File: config.mk
export PLATFORM = sky130hd
export DESIGN_NAME = sensor_frame_packer_flat
export DESIGN_NICKNAME = d
export VERILOG_FILES = /design/src/rtl/sensor_frame_packer_if.sv /design/src/rtl/sensor_frame_packer.sv /design/src/flat_wrapper.sv
export SDC_FILE = /design/constraint.sdc
export NUM_CORES = 1
export LEC_CHECK = 0
export BUFFER_PORTS_ARGS = -buffer_cell sky130_fd_sc_hd__buf_4
export CORE_ASPECT_RATIO = 1.1
export CORE_UTILIZATION = 58
export DETAILED_ROUTE_END_ITERATION = 8
export GPL_TIMING_DRIVEN = 0
export HOLD_SLACK_MARGIN = 0.1
export MAX_ROUTING_LAYER = met4
export PLACE_DENSITY = 0.85
export SLEW_MARGIN = 40
export SYNTH_ARGS = -nofsm -noshare
export SYNTH_HDL_FRONTEND = slang
export SYNTH_SLANG_ARGS = --single-unit
export TNS_END_PERCENT = 30
File: constraint.sdc
create_clock -name i_clk -period 4.88 [get_ports i_clk]
set_input_delay 0.976 -clock i_clk [delete_from_list [all_inputs] [get_ports i_clk]]
set_output_delay 0.976 -clock i_clk [all_outputs]
set_load 0.03 [all_outputs]
File: src/rtl/sensor_frame_packer_if.sv
// Sensor-side and SPI-side signal bundle for sensor_frame_packer.
// master: the packer (drives ack, SPI write strobe/word and status).
// slave: the surrounding logic (drives sample set, data_ready, tx_ready).
interface sensor_frame_packer_if #(
  parameter int DW = 64
);
  logic [DW-1:0] data_in;
  logic          data_ready;
  logic          ack;
  logic          spi_tx_ready;
  logic          spi_write;
  logic [15:0]   spi_out;
  logic          busy;
  logic [7:0]    frame_count;
  logic          overrun;

  modport master (
    input  data_in, data_ready, spi_tx_ready,
    output ack, spi_write, spi_out, busy, frame_count, overrun
  );

  modport slave (
    output data_in, data_ready, spi_tx_ready,
    input  ack, spi_write, spi_out, busy, frame_count, overrun
  );
endinterface

File: src/rtl/sensor_frame_packer.sv
// Snapshots a sensor sample set and serialises it as header + payload [+ checksum] 16-bit SPI words.
// Latency: ack on the capture edge, header one edge later, then one word every other cycle.
// Backpressure: spi_tx_ready low stalls the current word indefinitely; samples offered while busy set overrun.
// Optional feature macro: FRAME_CHECKSUM_EN (adds CSUM state sending the 16-bit sum of payload words).
module sensor_frame_packer #(
  parameter int SENSORS  = 1,
  parameter int BITWIDTH = 32
) (
  input  logic                  i_clk,
  input  logic                  i_rst,   // async, active-low
  sensor_frame_packer_if.master io_bus
);

  localparam int DW    = 2 * SENSORS * BITWIDTH;
  localparam int WORDS = DW / 16;
  localparam int KW    = (WORDS > 1) ? $clog2(WORDS) : 1;
  localparam logic [KW-1:0] LAST_K = KW'(WORDS - 1);

`ifdef FRAME_CHECKSUM_EN
  typedef enum logic [1:0] {ST_IDLE, ST_HDR, ST_PAY, ST_CSUM} state_t;
`else
  typedef enum logic [1:0] {ST_IDLE, ST_HDR, ST_PAY} state_t;
`endif

  state_t          r_state;
  logic [DW-1:0]   r_shadow;
  logic [KW-1:0]   r_k;
  logic            r_ack;
  logic            r_spi_write;
  logic [15:0]     r_spi_out;
  logic            r_busy;
  logic [7:0]      r_frame_count;
  logic            r_overrun;
`ifdef FRAME_CHECKSUM_EN
  logic [15:0]     r_csum;
`endif

  logic            w_wr_ok;
  logic [15:0]     w_words [WORDS];
  logic [15:0]     w_pay_word;

  // Word j of the payload, most significant word first.
  for (genvar j = 0; j < WORDS; j++) begin : g_word
    assign w_words[j] = r_shadow[(WORDS-1-j)*16 +: 16];
  end

  // A write needs the slave ready and an idle cycle after the previous write.
  assign w_wr_ok    = io_bus.spi_tx_ready && !r_spi_write;
  assign w_pay_word = w_words[r_k];

  assign io_bus.ack         = r_ack;
  assign io_bus.spi_write   = r_spi_write;
  assign io_bus.spi_out     = r_spi_out;
  assign io_bus.busy        = r_busy;
  assign io_bus.frame_count = r_frame_count;
  assign io_bus.overrun     = r_overrun;

  // Frame FSM with all outputs registered; reset abandons any frame in flight.
  always_ff @(posedge i_clk or negedge i_rst) begin
    if (!i_rst) begin
      r_state       <= ST_IDLE;
      r_shadow      <= '0;
      r_k           <= '0;
      r_ack         <= 1'b0;
      r_spi_write   <= 1'b0;
      r_spi_out     <= '0;
      r_busy        <= 1'b0;
      r_frame_count <= '0;
      r_overrun     <= 1'b0;
`ifdef FRAME_CHECKSUM_EN
      r_csum        <= '0;
`endif
    end else begin
      r_ack       <= 1'b0;
      r_spi_write <= 1'b0;

      case (r_state)
        ST_IDLE: begin
          if (io_bus.data_ready) begin
            r_shadow <= io_bus.data_in;
            r_ack    <= 1'b1;
            r_busy   <= 1'b1;
            r_k      <= '0;
`ifdef FRAME_CHECKSUM_EN
            r_csum   <= '0;
`endif
            r_state  <= ST_HDR;
          end
        end

        ST_HDR: begin
          if (w_wr_ok) begin
            r_spi_write <= 1'b1;
            r_spi_out   <= {8'hA5, r_frame_count};
            r_k         <= '0;
            r_state     <= ST_PAY;
          end
        end

        ST_PAY: begin
          if (w_wr_ok) begin
            r_spi_write <= 1'b1;
            r_spi_out   <= w_pay_word;
`ifdef FRAME_CHECKSUM_EN
            r_csum      <= r_csum + w_pay_word;
`endif
            if (r_k == LAST_K) begin
              r_k <= '0;
`ifdef FRAME_CHECKSUM_EN
              r_state <= ST_CSUM;
`else
              // Last payload word closes the frame.
              r_frame_count <= r_frame_count + 8'd1;
              r_busy        <= 1'b0;
              r_state       <= ST_IDLE;
`endif
            end else begin
              r_k <= r_k + 1'b1;
            end
          end
        end

`ifdef FRAME_CHECKSUM_EN
        ST_CSUM: begin
          if (w_wr_ok) begin
            r_spi_write   <= 1'b1;
            r_spi_out     <= r_csum;
            r_frame_count <= r_frame_count + 8'd1;
            r_busy        <= 1'b0;
            r_state       <= ST_IDLE;
          end
        end
`endif

        default: begin
          r_busy  <= 1'b0;
          r_state <= ST_IDLE;
        end
      endcase

      // Any sample offered while a frame is in progress is dropped and flagged.
      if (r_state != ST_IDLE && io_bus.data_ready) begin
        r_overrun <= 1'b1;
      end
    end
  end

endmodule

File: src/flat_wrapper.sv
// flat-port wrapper written by rule: the top's interface ports become plain ports
module sensor_frame_packer_flat 
#(
  parameter int SENSORS  = 1,
  parameter int BITWIDTH = 32
)
  (i_clk, i_rst, io_bus_data_in, io_bus_data_ready, io_bus_spi_tx_ready, io_bus_ack, io_bus_spi_write, io_bus_spi_out, io_bus_busy, io_bus_frame_count, io_bus_overrun);
  sensor_frame_packer_if #(.DW(64)) io_bus_i ();
  input  logic i_clk;
  input  logic i_rst;
  input wire logic [$bits(io_bus_i.data_in)-1:0] io_bus_data_in;
  input wire logic [$bits(io_bus_i.data_ready)-1:0] io_bus_data_ready;
  input wire logic [$bits(io_bus_i.spi_tx_ready)-1:0] io_bus_spi_tx_ready;
  output wire logic [$bits(io_bus_i.ack)-1:0] io_bus_ack;
  output wire logic [$bits(io_bus_i.spi_write)-1:0] io_bus_spi_write;
  output wire logic [$bits(io_bus_i.spi_out)-1:0] io_bus_spi_out;
  output wire logic [$bits(io_bus_i.busy)-1:0] io_bus_busy;
  output wire logic [$bits(io_bus_i.frame_count)-1:0] io_bus_frame_count;
  output wire logic [$bits(io_bus_i.overrun)-1:0] io_bus_overrun;
  assign io_bus_i.data_in = io_bus_data_in;
  assign io_bus_i.data_ready = io_bus_data_ready;
  assign io_bus_i.spi_tx_ready = io_bus_spi_tx_ready;
  assign io_bus_ack = io_bus_i.ack;
  assign io_bus_spi_write = io_bus_i.spi_write;
  assign io_bus_spi_out = io_bus_i.spi_out;
  assign io_bus_busy = io_bus_i.busy;
  assign io_bus_frame_count = io_bus_i.frame_count;
  assign io_bus_overrun = io_bus_i.overrun;
  sensor_frame_packer #(.SENSORS(SENSORS), .BITWIDTH(BITWIDTH)) u_core (.i_clk(i_clk), .i_rst(i_rst), .io_bus(io_bus_i));
endmodule
# After elaboration in Yosys (flattened, before gate mapping)
# Index checks and enable logic that the tools add are counted.
[totals]
input_bits = 68
out_inout_bits = 28
ff_bits = 96
[classes]
add_sub_neg = 2
n_reduce_logical = 14
n_bitwise = 2
order_cmp = 1
n_mux = 24
eq_ne = 7
[ops]
columns = ["cell", "n"]
rows = [
  ["16-bit two-way mux", 4],
  ["16-bit binary-select mux with 2-bit select", 1],
  ["16-bit one-hot mux with 2 select lines", 1],
  ["2-bit two-way mux", 8],
  ["2-bit one-hot mux with 3 select lines", 2],
  ["4-bit AND reduction", 3],
  ["8-bit by 1-bit adder with 8-bit output, second input constant", 1],
  ["1-bit two-way mux", 7],
  ["2-bit by 1-bit != test with 1-bit output, second input constant", 3],
  ["3-bit AND reduction", 2],
  ["2-bit equality test, second input constant", 2],
  ["2-bit nonzero test", 2],
  ["3-bit greater-or-equal comparator, second input constant", 1],
  ["2-bit NOT with 3-bit output", 1],
  ["1-bit one-hot mux with 3 select lines", 1],
  ["3-bit nonzero test", 1],
  ["2-bit by 1-bit adder with 2-bit output, second input constant", 1],
  ["2-bit by 1-bit equality test with 1-bit output, second input constant", 1],
  ["1-bit logical AND", 2],
  ["2-bit zero test", 1],
  ["2-bit != test, second input constant", 1],
  ["2-bit AND reduction", 1],
  ["2-bit OR reduction", 1],
  ["1-bit zero test", 1],
  ["1-bit NOT", 1],
]

# Depth between registers and ports, before layout
# Gate-level depths: netlist (run 1).
[depth]
depth_word = 6
ltp_mapped = 7
ltp_nobuf = 6

# Worst setup path before layout (run 1)
# No wires, ideal clock.
[synth_timing]
path_kind = "input-to-reg"
startpoint = "input port io_bus_data_ready"
endpoint = "register u_core.r_shadow[0]"
n_path_buf = 2
setup_time_ns = 0.125
setup_slack_ns = 2.987
arrival_ns = 1.769
stages = 4
cell_sequence = "nand2_1 buf_2 buf_2 mux2_2"
[synth_via]
elab_chain_len = 1
[synth_lines]
columns = ["element", "line_no", "text"]
rows = [
  ["start: declaration", "flat_wrapper.sv:12", "input wire logic [$bits(io_bus_i.data_ready)-1:0] io_bus_data_ready;"],
  ["2-bit AND reduction (no line)", "-", ""],
  ["end signal: assignment", "sensor_frame_packer.sv:80", "r_shadow <= io_bus.data_in;"],
  ["end: declaration", "sensor_frame_packer.sv:26", "logic [DW-1:0] r_shadow;"],
]
# No other way between the ends.
# A chain may end at the register's enable or synchronous reset.

# Worst setup path in the final report (run 1)
[layout_timing]
startpoint = "register u_core.r_frame_count[2] (netlist: u_core.io_bus.frame_count[2])"
endpoint = "output port io_bus_frame_count[2]"
[layout_lines]
columns = ["element", "line_no", "text"]
rows = [
  ["start: declaration", "sensor_frame_packer.sv:32", "logic [7:0] r_frame_count;"],
  ["start signal: assignment", "sensor_frame_packer.sv:113", "r_frame_count <= r_frame_count + 8'd1;"],
  ["end: declaration", "flat_wrapper.sv:18", "output wire logic [$bits(io_bus_i.frame_count)-1:0] io_bus_frame_count;"],
]
# No word-level cell between the ends.

==> reports/results.ini, run 1 <==
[global_route]
overflow = 0
grt_pass1_wl_mm = 14.8
antenna_found_initial = 0
grt_pass1_vias = 2956
grt_max_degree = 97
track_usage = 0.262

[yosys]
synth_xor_area_frac = 0.0144
yosys.area_share.simple = 0.0326
ys_seq_area_frac = 0.564
synth-seq-cells = 96
synthAdderAreaFrac = 0.0235
synthesis.area_um2 = 4260
synth_nets = 375
synth-compound-area-share = 0.0693
synth_cells = 299
syn_area_per_cell_um2 = 14.3
synth_top_family_by_area = multiplexers
synthMuxAreaShare = 0.262
synth.distinct_cells = 27
yosys_warnings = 0

[clock_network]
cts_made_buffers = 9
cts_tree = yes
postCtsSetupRepairBufs = 0
h-tree-depth = 3
post_cts_resized = 0
cts.sinks = 96
clock_latency_ns = 0.35
clk_pin_slew_ns = 0.09
cts.hold.buffers_added = 0
cts_root_buf = clkbuf_8
clockBufferDepth = 2

[floorplanning]
core-area_um2 = 7050
rows = 32
io_pins = 96
fp.dieArea_um2 = 7700
initial_utilization = 0.605
dieWidth_um = 83.7
dieHeight_um = 91.9

[worst_setup_path]
critPathArrivalTime_ns = 1.01
crit_path_max_incr_delay_ns = 0.46
worst_setup_path_start_kind = register
crit_family = flip-flops
cp-end-kind = output pin
path_cells = buf_4
timing.rr.end = u_core.r_shadow[19]$_DFFE_PN0P_
path_class = register to output pin
reg2reg_slack_ns = 2.95
r2r.worst_path.cells = 6
cp.buffers_inverters = 1
worstPathMaxFanout = 6
timing.rr.start = u_core.r_state[0]$_DFFE_PN0P_
critPathRequiredTime_ns = 3.90
crit_slowest_cell = dfrtp_1

[route]
post_drt_wl_per_cell_um = 18.6
vias = 2829
dr.pass1.iters = 4
drc_errors = 0
vias_per_cell = 5.72
drt_iter0_drc = 116
drt-total-wl_mm = 9.21
antenna_left = 0

[hold_path]
min_from = u_core.io_bus.overrun$_DFFE_PN0P_
worstHoldPathType = register to register
holdPathEnd = u_core.io_bus.overrun$_DFFE_PN0P_
whs_path_depth = 1

[timing]
finalHoldViolCount = 0
setup_viol = 0
relSlewSlack = 0.507
skew_ns = 0.00628
tns_ns = 0
finalMaxSlewViolations = 0
worstMarginPinSlew_ns = 0.740
holdWs_ns = 0.470
fin_crit_ns = 1.99
max_freq_ghz = 0.502
rsz0062_at_grt = no
period_share = 0.408
final.setup.worst_slack_ns = 2.89

[finish]
fin_cells = 495
final_area_um2 = 5310
drive_gt1_frac = 0.466
layout-area-overhead-vs-synth_pct = 24.6
diodes = 0
fillers = 463
fin_nets = 481

[run_status]
status = finished, final reports clean

[power_and_ir_drop]
vdd_ir_drop_max_mv = 0.418
power_leakage_nw = 2.44
p_per_area_nw_per_um2 = 648

[place]
pre_cts_ws_ns = 2.61
dp_cells = 479
dpl_cell_area_um2 = 5090
dp_hpwl_mm = 6.52
routabilityCongestion = 0.776
io_buffers = 95

[flow_run]
drv_cap = 0

==> placed cells by master (no fill, tap or decap), types with 2 or more instances in the layout <==
cell	instances
clkinvlp_4	2
mux4_2	2
clkbuf_8	11
and2_1	2
mux2i_1	18
nand2_1	10
xnor2_1	7
bufinv_16	2
nand4_1	4
buf_2	11
a21oi_1	6
clkbuf_1	2
buf_6	2
inv_1	13
a22o_1	4
and3_1	3
o21ai_0	9
o22ai_1	9
dfrtp_1	96
buf_4	94
ha_1	8
nor2b_1	4
mux4_1	6
mux2_2	65
o22a_1	13
==> registers in the layout, summed over array words and instances, names as in the netlist <==
signal and flops:
u_core.io_bus.spi_out 16, u_core.io_bus.busy 1, u_core.io_bus.spi_write 1, u_core.io_bus.ack 1, u_core.io_bus.overrun 1, u_core.io_bus.frame_count 8, u_core.r_shadow 64, u_core.r_k 2
u_core.r_state 2
==> worst max-delay path by stage <==
stage                                                   startpoint                                    to  cells past startpoint
after floorplan                                  io_bus_data_ready        u_core.r_shadow[0]$_DFFE_PN0P_                      4
after global placement                           io_bus_data_ready       u_core.r_shadow[14]$_DFFE_PN0P_                      5
after detailed placement                         io_bus_data_ready       u_core.r_shadow[19]$_DFFE_PN0P_                      5
after CTS                 u_core.io_bus.frame_count[0]$_DFFE_PN0P_                 io_bus_frame_count[0]                      1
after global routing                 u_core.r_state[0]$_DFFE_PN0P_  u_core.io_bus.spi_out[2]$_DFFE_PN0P_                      7
final                     u_core.io_bus.frame_count[2]$_DFFE_PN0P_                 io_bus_frame_count[2]                      1
==> kinds of logic (layout without fill, tap and decap cells) <==
family	after synthesis	count (layout)
flip-flops	96	96
multiplexers	91	91
AO/OA/AOI/OAI	43	43
adder cells (fa/ha/maj)	8	8
AND/OR/NAND/NOR	26	26
buffers and inverters	28	139
XOR/XNOR	7	7
==> routing by layer <==
| metal | vias to the layer above | GRT usage | part of all wire |
|---|---|---|---|
| li1 | 1290 | - | - |
| met1 | 1452 | 0.328 | 0.43 |
| met2 | 73 | 0.438 | 0.51 |
| met3 | 14 | 0.0414 | 0.037 |
| met4 | 0 | 0.0918 | 0.021 |
| met5 | - | - | 0 |
==> metrics by stage <==
step            util  total power, mW
2_1_floorplan      -             2.41
3_3_place_gp   0.721             2.80
3_5_place_dp   0.722             2.87
4_1_cts        0.753             3.46
5_1_grt        0.754             3.63
6_report       0.754             3.44
==> where the power goes <==
| group | internal (mW) | total (mW) | switching, mW |
|---|---|---|---|
| combinational | 0.759 | 1.49 | 0.733 |
| clock | 0.302 | 0.567 | 0.265 |
| sequential | 1.17 | 1.38 | 0.214 |
==> cell usage after synthesis <==
cell type / number / area share
nor2b_1: 4 / 0.0059
buf_12: 1 / 0.0047
nand2b_1: 1 / 0.0015
nand2_1: 10 / 0.0088
and2_1: 2 / 0.0029
a211oi_1: 1 / 0.0018
dfrtp_1: 96 / 0.56
o22a_1: 13 / 0.027
buf_6: 2 / 0.0053
mux2i_1: 18 / 0.042
buf_2: 11 / 0.013
and4b_1: 1 / 0.0023
and3_1: 3 / 0.0044
mux2_2: 65 / 0.17
nor2_1: 1 / 0.00088
o21ai_0: 9 / 0.011
nand4_1: 4 / 0.0059
clkbuf_1: 1 / 0.00088
a21oi_1: 6 / 0.0070
xnor2_1: 7 / 0.014
a21o_1: 1 / 0.0018
inv_1: 13 / 0.011
o22ai_1: 9 / 0.013
ha_1: 8 / 0.023
a22o_1: 4 / 0.0082
mux4_2: 2 / 0.011
mux4_1: 6 / 0.037
==> final cells by class <==
type,instances,area [um^2],area share
multi-input combinational,175,1710,0.322
tap,85,106,0.0200
timing repair buffer,95,719,0.135
buffer,15,101,0.0191
clock buffer,11,141,0.0266
sequential,96,2400,0.452
inverter,13,48.8,0.00919
clock inverter,5,80.1,0.0151
No activity file was read; power rests on OpenSTA's default activity.
==> run 2, diff against run 1 <==
--- a/config.mk
+++ b/config.mk
@@ -5,14 +5,15 @@
 export SDC_FILE = /design/constraint.sdc
 export NUM_CORES = 1
 export LEC_CHECK = 0
+export ABC_AREA = 1
 export BUFFER_PORTS_ARGS = -buffer_cell sky130_fd_sc_hd__buf_4
 export CORE_ASPECT_RATIO = 1.1
-export CORE_UTILIZATION = 58
+export CORE_UTILIZATION = 55
 export DETAILED_ROUTE_END_ITERATION = 8
 export GPL_TIMING_DRIVEN = 0
 export HOLD_SLACK_MARGIN = 0.1
 export MAX_ROUTING_LAYER = met4
-export PLACE_DENSITY = 0.85
+export PLACE_DENSITY = 0.8
 export SLEW_MARGIN = 40
 export SYNTH_ARGS = -nofsm -noshare
 export SYNTH_HDL_FRONTEND = slang
==> constraint.sdc (replaced) <==
create_clock -name i_clk -period 2.05 [get_ports i_clk]
set_input_delay 0.41 -clock i_clk [delete_from_list [all_inputs] [get_ports i_clk]]
set_output_delay 0.41 -clock i_clk [all_outputs]
set_load 0.03 [all_outputs]
==> run 2 against run 1 <==
Wire length up 22%. Cell count up 64%. Register-to-register slack worse by 2.6 ns. Critical path depth up 6. Global-route usage up 1.8 points. Clock skew up 0.0092 ns. Sequential share of layout area down 3.2 points. Flip-flop and latch count unchanged. Sequential power up 130%. Clock power up 140%. Combinational power up 150%. Worst hold slack worse by 0.23 ns. Critical endpoint is now u_core.r_shadow[27]$_DFFE_PN0P_.
==> reports/results.ini, run 2 <==
[floorplanning]
io_pins = 96  ; unchanged
core-area_um2 = 8000  ; was 7050 um^2
initial_utilization = 0.576  ; was 0.605
dieWidth_um = 89.3  ; was 83.7 um
fp.dieArea_um2 = 8740  ; was 7700 um^2
dieHeight_um = 98.0  ; was 91.9 um
rows = 34  ; was 32

[clock_network]
cts.hold.buffers_added = 0  ; unchanged
cts.sinks = 96  ; unchanged
cts_root_buf = clkbuf_8  ; unchanged
postCtsSetupRepairBufs = 0  ; unchanged
post_cts_resized = 0  ; unchanged
cts_made_buffers = 9  ; unchanged
clock_latency_ns = 0.36  ; was 0.35 ns
clockBufferDepth = 2  ; unchanged
cts_tree = yes  ; unchanged
clk_pin_slew_ns = 0.10  ; was 0.09 ns
h-tree-depth = 3  ; unchanged

[yosys]
ys_top_cells_by_count = nand2_1 (274), dfrtp_1 (96), nand3_1 (49)  ; was dfrtp_1 (96), mux2_2 (65), mux2i_1 (18)
synthesis.area_um2 = 4610  ; was 4260 um^2
syn_area_per_cell_um2 = 7.81  ; was 14.3 um^2
synth_cells = 590  ; was 299
synth_nets = 666  ; was 375
synth-seq-cells = 96  ; unchanged
ys_seq_area_frac = 0.522  ; was 0.564
yosysMostFrequentCell = nand2_1  ; was dfrtp_1
synth_edf_count = 0  ; unchanged
synth.distinct_cells = 25  ; was 27
synth_top_area_cell = dfrtp_1  ; unchanged
synthTopCellsByArea = dfrtp_1 (52%), nand2_1 (22%), nand3_1 (5.3%), inv_1 (2.9%), nor2_1 (2.4%)  ; was dfrtp_1 (56%), mux2_2 (17%), mux2i_1 (4.2%), mux4_1 (3.7%), o22a_1 (2.7%)
async_reset_ff_frac = 1.00  ; unchanged
yosys_warnings = 0  ; unchanged
synth_ff_type = dfrtp_1  ; unchanged
yosysTopAreaCellShare = 0.522  ; was 0.564

[worst_setup_path]
critPathRequiredTime_ns = 2.35  ; was 3.90 ns
worst_setup_path_start_kind = register  ; unchanged
worstPathMaxFanout = 10  ; was 6
path_class = register to register  ; was register to output pin
crit_path_max_incr_delay_ns = 0.42  ; was 0.46 ns
reg2reg_slack_ns = 0.35  ; was 2.95 ns
crit_slowest_cell = dfrtp_1  ; unchanged
cp-end-kind = register  ; was output pin
path_cells = inv_1 > ha_1 > nand2_1 > buf_2 > buf_2 > nand2_1 > nand2_1  ; was buf_4
critPathArrivalTime_ns = 1.99  ; was 1.01 ns
startpoint = u_core.r_state[0]$_DFFE_PN0P_  ; was u_core.io_bus.frame_count[2]$_DFFE_PN0P_
timing.rr.start = u_core.r_state[0]$_DFFE_PN0P_  ; unchanged
cpMostUsedCell = nand2_1

[route]
dr.pass1.iters = 7  ; was 4
antenna_left = 0  ; unchanged
drc_errors = 0  ; unchanged
drt_iter0_drc = 293  ; was 116
vias = 4219  ; was 2,829
vias_per_cell = 5.20  ; was 5.72
drt-total-wl_mm = 11.2  ; was 9.21 mm
post_drt_wl_per_cell_um = 13.8  ; was 18.6 um

[timing]
skew_ns = 0.0155  ; was 0.00628 ns
max_freq_ghz = 0.589
setup_viol = 0  ; unchanged
fin_crit_ns = 1.70
finalHoldViolCount = 0  ; unchanged
rsz0062_at_grt = no  ; unchanged
tns_ns = 0  ; unchanged
relSlewSlack = 0.648  ; was 0.507
finalMaxSlewViolations = 0  ; unchanged
worstMarginPinSlew_ns = 0.528  ; was 0.740 ns
period_share = 0.828

[hold_path]
worstHoldPathType = input pin to register  ; was register to register
min_from = io_bus_data_in[34]  ; was u_core.io_bus.overrun$_DFFE_PN0P_

[finish]
largest_register_ffs = 64  ; unchanged
final_area_um2 = 5720  ; was 5310 um^2
layout_common_cells = nand2_1 (274), buf_4 (102), dfrtp_1 (96), nand3_1 (49), inv_1 (35)  ; was dfrtp_1 (96), buf_4 (94), mux2_2 (65), mux2i_1 (18)
layout_commonest_cell = nand2_1  ; was dfrtp_1
drive_gt1_frac = 0.230  ; was 0.466
fin_nets = 774  ; was 481
fillers = 658  ; was 463
multi_input_area_um2 = 1890  ; was 1710 um^2
area.sequential_um2 = 2400  ; unchanged
layout-area-overhead-vs-synth_pct = 24.2  ; was 24.6%
largest_register = u_core.r_shadow  ; unchanged
diodes = 0  ; unchanged

[global_route]
antenna_found_initial = 0  ; unchanged
grt_pass1_vias = 4084  ; was 2,956
grt_pass1_wl_mm = 18.3  ; was 14.8 mm
overflow = 0  ; unchanged
grt_max_degree = 97  ; unchanged
track_usage = 0.280  ; was 0.262

[run_status]
status = finished, final reports clean  ; unchanged

[place]
io_buffers = 95  ; unchanged
dp_hpwl_mm = 7.90  ; was 6.52 mm
dpl_cell_area_um2 = 5460  ; was 5090 um^2
routabilityCongestion = 0.847  ; was 0.776

[power_and_ir_drop]
power_leakage_nw = 3.06  ; was 2.44 nW
fin_total_pwr_mw = 8.20  ; was 3.44 mW
p_per_area_nw_per_um2 = 1430  ; was 648 nW/um^2
vdd_ir_drop_max_mv = 0.710  ; was 0.418 mV

[flow_run]
drv_cap = 0  ; unchanged

-- run 2: routing by layer --
metal	global-route usage	routed length [um]	share of wire
met5	-	0	0
met4	0.0794	142	0.013
met3	0.0355	711	0.063
met2	0.449	5530	0.49
met1	0.373	4840	0.43
-- run 2: report_power, final --
| part | leakage (nW) | internal (mW) | switching, mW | total [mW] |
|---|---|---|---|---|
| Sequential | 1.18 | 2.70 | 0.433 | 3.13 |
| Clock | 0.106 | 0.719 | 0.649 | 1.37 |
| Combinational | 1.78 | 1.33 | 2.37 | 3.71 |
| Total | 3.06 | 4.75 | 3.46 | 8.20 |
-- run 2: cells by family after synthesis --
family,Yosys count,share of synthesized area
fa+ha+maj,8,0.0217
simple gates,370,0.329
buf+inv,69,0.0690
xor+xnor,2,0.00380
compound gates,45,0.0551
flops,96,0.522
-- run 2: worst paths after layout --
| path | to | depth (start not counted) |
|---|---|---|
| min in group asynchronous | u_core.r_shadow[13]$_DFFE_PN0P_ | 2 |
| setup / recovery | u_core.r_shadow[27]$_DFFE_PN0P_ | 7 |
| max in group asynchronous | u_core.r_shadow[5]$_DFFE_PN0P_ | 3 |
| hold / removal | u_core.r_shadow[34]$_DFFE_PN0P_ | 3 |
| setup reg to reg | u_core.r_shadow[27]$_DFFE_PN0P_ | 7 |
| hold reg to reg | u_core.io_bus.overrun$_DFFE_PN0P_ | 1 |
-- run 2: area by class of cell --
| cell class | count | area share |
|---|---|---|
| plain buffers | 28 | 0.0287 |
| clock buffers | 11 | 0.0247 |
| clock inverters | 5 | 0.0140 |
| inverters | 41 | 0.0269 |
| multi-input cells | 425 | 0.330 |
| flip-flops and latches | 96 | 0.420 |
| well taps | 108 | 0.0236 |
| repair buffers | 97 | 0.132 |
-- run 2: through the flow --
stage	hold slack [ns]	util	worst slack [ns]	instances
floorplan	0.114	-	0.614	590
global placement	0.449	0.682	0.420	793
detailed placement	0.454	0.682	0.384	793
CTS	0.167	0.710	0.363	809
global route	0.241	0.715	0.224	811
finish	0.236	0.715	0.353	811
-- run 2: critical path: cells and delay by family (launching register included) --
kind	cells	cell delay (ns)
adder cells (fa/ha/maj)	1	0.24
AND/OR/NAND/NOR	3	0.34
buffers and inverters	3	0.64
flip-flops	1	0.42
==> run 3, diff against run 2 <==
==> constraint.sdc (replaced) <==
create_clock -name i_clk -period 1.7 [get_ports i_clk]
set_input_delay 0.34 -clock i_clk [delete_from_list [all_inputs] [get_ports i_clk]]
set_output_delay 0.34 -clock i_clk [all_outputs]
set_load 0.03 [all_outputs]
==> run 3 against run 2 <==
Flip-flop and latch count stayed put. Register-to-register slack worse by 0.25 ns. Critical endpoint is now u_core.io_bus.spi_out[15]$_DFFE_PN0P_. Sequential power increased by 21%. Setup slack lost 0.25 ns. Clock power rose by 20%. Total power increased by 21%. Highest routed layer unchanged. Maximum frequency rose by 6.6%. Worst hold slack got worse by 0.067 ns. Final area increased by 0.24%. Wire length increased by 1.0%. Utilization up 0.17 points. Combinational power is 22% higher.
==> reports/results.ini, run 3 (synthesized netlist as in run 2, its figures left out) <==
[finish]
fillers = 659  ; was 658
fin_nets = 774  ; unchanged
largest_register_ffs = 64  ; unchanged
drive_gt1_frac = 0.236  ; was 0.230
final_util = 0.717  ; was 0.715
largest_register = u_core.r_shadow  ; unchanged
layout-area-overhead-vs-synth_pct = 24.5  ; was 24.2%
final_area_um2 = 5730  ; was 5720 um^2
area.sequential_um2 = 2400  ; unchanged
multi_input_area_um2 = 1890  ; about the same
fin_cells = 811  ; unchanged
layout_common_cells = nand2_1 (273), buf_4 (102), dfrtp_1 (96), nand3_1 (49), inv_1 (35)  ; was nand2_1 (274), buf_4 (102), dfrtp_1 (96), nand3_1 (49), inv_1 (35)
diodes = 0  ; unchanged
layout_commonest_cell = nand2_1  ; unchanged

[route]
vias = 4278  ; was 4,219
drt_iter0_drc = 254  ; was 293
post_drt_wl_per_cell_um = 14.0  ; was 13.8 um
drt-total-wl_mm = 11.3  ; was 11.2 mm
vias_per_cell = 5.27  ; was 5.20
antenna_left = 0  ; unchanged
dr.pass1.iters = 5  ; was 7
drc_errors = 0  ; unchanged

[run_status]
status = finished, final reports clean  ; unchanged

[place]
pre_cts_ws_ns = 0.0343  ; was 0.384 ns
dpl_cell_area_um2 = 5460  ; unchanged
dp_hpwl_mm = 7.90  ; unchanged
routabilityCongestion = 0.847  ; unchanged
dp_cells = 793  ; unchanged
io_buffers = 95  ; unchanged

[worst_setup_path]
worstPathMaxFanout = 10  ; unchanged
worst_setup_path_start_kind = register  ; unchanged
cp-end-kind = register  ; unchanged
critPathRequiredTime_ns = 1.95  ; was 2.35 ns
path_cells = inv_1 > ha_1 > buf_4 > inv_2 > nand2_2 > nand2_4 > nand3_2 > nor2_1 > nor2_1  ; was inv_1 > ha_1 > nand2_1 > buf_2 > buf_2 > nand2_1 > nand2_1
cpMostUsedCell = nor2_1  ; was nand2_1
crit_slowest_cell = dfrtp_1  ; unchanged
crit_path_max_incr_delay_ns = 0.42  ; about the same
critPathArrivalTime_ns = 1.84  ; was 1.99 ns
path_class = register to register  ; unchanged

[clock_network]
h-tree-depth = 3  ; unchanged
cts.sinks = 96  ; unchanged
cts_root_buf = clkbuf_8  ; unchanged
clk_pin_slew_ns = 0.10  ; about the same
postCtsSetupRepairBufs = 0  ; unchanged
cts_tree = yes  ; unchanged
clock_latency_ns = 0.36  ; about the same
cts_made_buffers = 9  ; unchanged
clockBufferDepth = 2  ; unchanged

[timing]
rsz0062_at_grt = yes  ; was no
finalHoldViolCount = 0  ; unchanged
fin_crit_ns = 1.59  ; was 1.70 ns
finalMaxSlewViolations = 0  ; unchanged
period_share = 0.936  ; was 0.828
skew_ns = 0.0123  ; was 0.0155 ns
relSlewSlack = 0.741  ; was 0.648
max_freq_ghz = 0.628  ; was 0.589 GHz
setup_viol = 0  ; unchanged
worstMarginPinSlew_ns = 0.388  ; was 0.528 ns
tns_ns = 0  ; unchanged
final.setup.worst_slack_ns = 0.108  ; was 0.353 ns

[floorplanning]
io_pins = 96  ; unchanged
fp.dieArea_um2 = 8740  ; unchanged
dieWidth_um = 89.3  ; unchanged
rows = 34  ; unchanged
core-area_um2 = 8000  ; unchanged
initial_utilization = 0.576  ; unchanged
dieHeight_um = 98.0  ; unchanged

[global_route]
antenna_found_initial = 0  ; unchanged
grt_pass1_wl_mm = 18.3  ; unchanged
track_usage = 0.280  ; unchanged
grt_pass1_vias = 4084  ; unchanged
overflow = 0  ; unchanged
grt_max_degree = 97  ; unchanged

[hold_path]
worstHoldPathType = input pin to register  ; unchanged

[power_and_ir_drop]
p_per_area_nw_per_um2 = 1730  ; was 1430 nW/um^2
vdd_ir_drop_max_mv = 0.814  ; was 0.710 mV
power_leakage_nw = 3.07  ; was 3.06 nW

[flow_run]
drv_cap = 0  ; unchanged

-- run 3: per-stage QoR --
step	hold WS [ns]	power [mW]
after floorplan	0.0444	6.83
after global placement	0.449	8.02
after detailed placement	0.454	8.18
after CTS	0.164	9.85
after global routing	0.171	10.6
final	0.169	9.94
-- run 3: path summary, 6_finish.rpt --
kind / from / to / slack [ns] / depth (start not counted)
max: u_core.r_state[0]$_DFFE_PN0P_ / u_core.io_bus.spi_out[15]$_DFFE_PN0P_ / 0.11 / 9
min: io_bus_data_in[34] / u_core.r_shadow[34]$_DFFE_PN0P_ / 0.17 / 3
max reg2reg: u_core.r_state[0]$_DFFE_PN0P_ / u_core.io_bus.spi_out[15]$_DFFE_PN0P_ / 0.11 / 9
min reg2reg: u_core.io_bus.overrun$_DFFE_PN0P_ / u_core.io_bus.overrun$_DFFE_PN0P_ / 0.47 / 1
max in group asynchronous: i_rst / u_core.r_shadow[35]$_DFFE_PN0P_ / 0.64 / 3
min in group asynchronous: i_rst / u_core.r_shadow[8]$_DFFE_PN0P_ / 0.47 / 2
-- run 3: cell type report --
type	count	share of cell area
Multi-Input combinational cell	425	0.330
Sequential cell	96	0.419
Tap cell	108	0.0236
Buffer	28	0.0299
Clock buffer	11	0.0247
Timing Repair Buffer	97	0.132
Inverter	41	0.0268
Clock inverter	5	0.0140
-- run 3: worst max-delay path: cells and delay by family (launching register included) --
kind          cells  cell delay [ns]
fa+ha+maj         1             0.20
flops             1             0.42
simple gates      5             0.52
buf+inv           3             0.34
-- run 3: what timing repair did --
item	in CTS	in global routing
resized for setup	0	8
hold buffers	1	0
endpoints found under the setup margin	0	51
hold endpoints to repair	17	0
-- run 3: power breakdown --
group	switching, mW	internal, mW	total, mW
Combinational	2.88	1.62	4.51
Clock	0.781	0.867	1.65
Sequential	0.528	3.25	3.78
Total	4.19	5.74	9.94
-- run 3: metal layers --
layer  up-vias  GRT usage  routed length (um)
met5         -          -                   0
met4         0     0.0794                 167
met3        25     0.0355                 811
met2       192      0.449                5540
met1      2013      0.373                4820
li1       2048          -                   -
